$ cat src/rtl/ramcon_arbiter.sv
// ramcon_arbiter: round-robin arbiter letting two Wishbone B4 pipelined masters share the ramcon SRAM port
module ramcon_arbiter #(
    parameter int ADR_W   = 19,
    parameter int DAT_W   = 16,
    parameter int SEL_W   = 2,
    parameter int MAX_OUT = 3
) (
    input  logic             clk_i,
    input  logic             reset_i,
    input  logic             m0_cyc_i,
    input  logic             m0_stb_i,
    input  logic             m0_we_i,
    input  logic [SEL_W-1:0] m0_sel_i,
    input  logic [ADR_W-1:0] m0_adr_i,
    input  logic [DAT_W-1:0] m0_dat_i,
    output logic             m0_ack_o,
    output logic             m0_stall_o,
    output logic [DAT_W-1:0] m0_dat_o,
    input  logic             m1_cyc_i,
    input  logic             m1_stb_i,
    input  logic             m1_we_i,
    input  logic [SEL_W-1:0] m1_sel_i,
    input  logic [ADR_W-1:0] m1_adr_i,
    input  logic [DAT_W-1:0] m1_dat_i,
    output logic             m1_ack_o,
    output logic             m1_stall_o,
    output logic [DAT_W-1:0] m1_dat_o,
    output logic             s_cyc_o,
    output logic             s_stb_o,
    output logic             s_we_o,
    output logic [SEL_W-1:0] s_sel_o,
    output logic [ADR_W-1:0] s_adr_o,
    output logic [DAT_W-1:0] s_dat_o,
    input  logic             s_ack_i,
    input  logic             s_stall_i,
    input  logic [DAT_W-1:0] s_dat_i
);
    localparam int CW = $clog2(MAX_OUT + 1);
    typedef enum logic [1:0] {IDLE, OWN0, OWN1, DRAIN} state_t;
    state_t state, state_nx;
    logic last;
    logic [CW-1:0] outstanding, out_nx;
    logic own, own1, cyc, full, accept, retire;

    // state, last-granted master and in-flight transfer counter
    always_ff @(posedge clk_i) begin
        if (reset_i) begin
            state       <= IDLE;
            last        <= 1'b1;
            outstanding <= '0;
        end else begin
            state       <= state_nx;
            outstanding <= out_nx;
            if (state_nx == OWN0 || state_nx == OWN1) last <= state_nx == OWN1;
        end
    end

    // owner mux towards ramcon and stall/ack steering back to the masters
    always_comb begin
        own1       = state == OWN1;
        own        = state == OWN0 || own1;
        cyc        = own1 ? m1_cyc_i : m0_cyc_i;
        full       = outstanding == CW'(MAX_OUT);
        s_cyc_o    = (own && cyc) || state == DRAIN;
        s_stb_o    = own && cyc && (own1 ? m1_stb_i : m0_stb_i) && !full;
        s_we_o     = own1 ? m1_we_i : m0_we_i;
        s_sel_o    = own1 ? m1_sel_i : m0_sel_i;
        s_adr_o    = own1 ? m1_adr_i : m0_adr_i;
        s_dat_o    = own1 ? m1_dat_i : m0_dat_i;
        m0_stall_o = state != OWN0 || s_stall_i || full;
        m1_stall_o = !own1 || s_stall_i || full;
        m0_ack_o   = state == OWN0 && m0_cyc_i && s_ack_i;
        m1_ack_o   = own1 && m1_cyc_i && s_ack_i;
        m0_dat_o   = s_dat_i;
        m1_dat_o   = s_dat_i;
    end

    // in-flight bookkeeping and grant/release decisions; a stray ack at zero is dropped
    always_comb begin
        accept   = s_stb_o && !s_stall_i;
        retire   = s_ack_i && outstanding != '0;
        out_nx   = outstanding + CW'(accept) - CW'(retire);
        state_nx = state;
        case (state)
            IDLE:       state_nx = (m0_cyc_i && (!m1_cyc_i || last)) ? OWN0 : (m1_cyc_i ? OWN1 : IDLE);
            OWN0, OWN1: if (!cyc) state_nx = out_nx == '0 ? IDLE : DRAIN;
            DRAIN:      if (out_nx == '0) state_nx = IDLE;
            default:    state_nx = IDLE;
        endcase
    end
endmodule

$ cat config.mk
export PLATFORM = sky130hd
export DESIGN_NAME = ramcon_arbiter
export DESIGN_NICKNAME = d
export VERILOG_FILES = /design/src/rtl/ramcon_arbiter.sv
export SDC_FILE = /design/constraint.sdc
export NUM_CORES = 1
export LEC_CHECK = 0
export ABC_AREA = 1
export CAP_MARGIN = 20
export CORE_MARGIN = 2
export CORE_UTILIZATION = 27
export DETAILED_ROUTE_END_ITERATION = 10
export PLACE_DENSITY = 0.89
export SLEW_MARGIN = 20
export SYNTH_ARGS = -nofsm -noshare
export SYNTH_HDL_FRONTEND = slang
export SYNTH_SLANG_ARGS = --single-unit
$ cat constraint.sdc
create_clock -name clk_i -period 8.6 [get_ports clk_i]
set_clock_uncertainty 0.1 [all_clocks]
set_input_delay 1.72 -clock clk_i [delete_from_list [all_inputs] [get_ports clk_i]]
set_output_delay 1.72 -clock clk_i [all_outputs]
set_load 0.02 [all_outputs]
==> run summary <==
outcome: complete, no violations
synth top area cells: nand2_1, buf_4, dfxtp_1
post-synthesis cell count: 235
Post-CTS Setup Inserts: 0
post-cts resize count: 0
DR WL/cell: 12.6 um
clock root buffer: clkbuf_8
Slew headroom: 0.560
CP max FO: 3
Die X: 72.1 um
CTS tree: yes
dpl cells: 375
Clock Sink Count: 5
Leak: 1.16 nW
routed via count: 1,647
WP data required: 6780 ps
dpl cell area: 2320 sq um
initial antenna violation count: 0
Seq/Total Area, Yosys: 0.0799
Critical-path top delay cell: clkdlybuf4s50_1
vias in the first global route: 1,673
overall power: 0.693 mW
Worst setup EP type: output port
count of input and output buffers: 127
die area: 5200 sq um
I/O pin cnt: 176
WL final: 4760 um
Mapped Area: 1250 sq um
TritonRoute pass-1 iters: 4
Core Area: 4410 sq um
ANT nets after route: 0
Layout area overhead: 89.2%
CTS clock-pin slew for the worst setup and hold paths: 30 ps
Final Cycle Share: 0.610
Net Count, Synth: 342
RD Place Congestion: 0.820
DR vias/cell: 4.35
fill count: 424
Fmax: 0.191 GHz
share of the synthesized area in the top cell type: 0.402
ant diodes: 0
Worst-Margin Slew: 660 ps
post-layout min period: 5240 ps
CTS H-tree depth: 1
final worst slack: 3360 ps
Yosys top cell by area: nand2_1
Worst Hold Class: reg -> reg
Mapped Avg Cell Area: 5.33 sq um
Worst Path Arrival: 3420 ps
Die Y: 72.1 um
Setup-failing EPs final: 0
VDD IR max: 0.217 mV
fin area: 2370 sq um
DRC viols: 0
Seq cells post-synth: 5
power density over the cells: 293 nW/um^2
non-filler cells, final: 379
Starting DRT DRC Count: 28
pin count of the biggest net entering global routing: 43
Hold Violations, Final: 0
total of max-cap violations: 0
critical path class: in -> out
cell mode on critical path: clkdlybuf4s50_1
Place WS: 3350 ps
kind of cell adding the most delay to the critical path: buffers and inverters
total CTS buffers: 3
YS warnings: 0
crit-path cells: clkdlybuf4s50_1 -> inv_1 -> o21ai_4 -> inv_2 -> nor2_2 -> o2111a_2 -> clkdlybuf4s50_1
CP startpoint kind: primary input
GRT Overall Usage: 0.181
Worst path max stage delay: 610 ps
WP buf/inv: 4
Post-CTS Hold Buffers: 0
maximum clock path buffer count: 2
hold slack: 371 ps
unrepaired setup endpoints after global routing: no
Starting Density: 0.284
first-pass GRT wire length: 7620 um
share of cells above drive strength 1: 0.0673
Distinct cells, synth: 21
DP HPWL: 4000 um
final core utilization: 0.537
gr ovfl total: 0
row count: 24
setup TNS: 0 ps
Clock Latency Late Sink: 230 ps
max-slew violations: 0
# nets final: 435
==> report_power, final <==
| group | switching [mW] | internal, mW |
|---|---|---|
| Clock | 0.0122 | 0.0319 |
| Sequential | 0.0106 | 0.0347 |
| Combinational | 0.336 | 0.268 |
==> worst paths after layout <==
check	from	end	slack (ps)	depth (start not counted)
max	m0_cyc_i	s_stb_o	3360	7
min	last	last	370	2
max reg2reg	state[0]	last	5040	25
min reg2reg	last	last	370	2
==> layout make-up <==
type                            count  area, sq um  area share
Timing Repair Buffer              129         1310       0.551
Inverter                           18         67.6      0.0285
Sequential cell                     5          100      0.0422
Tap cell                           52         65.1      0.0275
Multi-Input combinational cell    171          786       0.332
Clock buffer                        4         45.0      0.0190
==> cell usage after synthesis <==
cell        n
inv_1      16
nor2_2      3
nand3_2     2
clkbuf_1    2
o21ai_0     2
a21oi_2     2
nand2_1   134
buf_6       1
o21ai_4     1
nand3_1     4
buf_2       2
ha_1        7
a21oi_1     3
buf_4      36
inv_2       2
nand2_4     1
nor2_1      6
dfxtp_1     5
or2_2       2
o2111a_2    1
nand2_2     3
==> placed cells by master (no fill, tap or decap), drive strengths merged <==
master and instances:
nand2 138, inv 18, ha 7, a21oi 5
o21ai 3, clkdlybuf4s50 127, dfxtp 5, buf 2
nor2 9, nand3 6, clkbuf 4, or2 2
o2111a 1
==> registers in the layout (all words and copies together) (netlist names) <==
signal,count
last,1
outstanding,2
state,2
==> metal layers <==
| metal | track usage | share of wire |
|---|---|---|
| met2 | 0.338 | 0.52 |
| met3 | 0.0306 | 0.094 |
| met1 | 0.195 | 0.36 |
| met4 | 0.0860 | 0.029 |
| met5 | 0 | 0 |
==> cell families after synthesis <==
| kind of cell | share of synthesized area |
|---|---|
| AOI/OAI and AO/OA | 0.0569 |
| adders and majority gates | 0.0699 |
| buffers and inverters | 0.293 |
| DFF | 0.0799 |
| and+or+nand+nor | 0.500 |
==> tightest hold or removal path: cells and delay by family, from the launching register on <==
family | cells | cell delay [ps]
flip-flops | 1 | 320
AO/OA/AOI/OAI | 2 | 120
No activity file was read; power rests on OpenSTA's default activity.
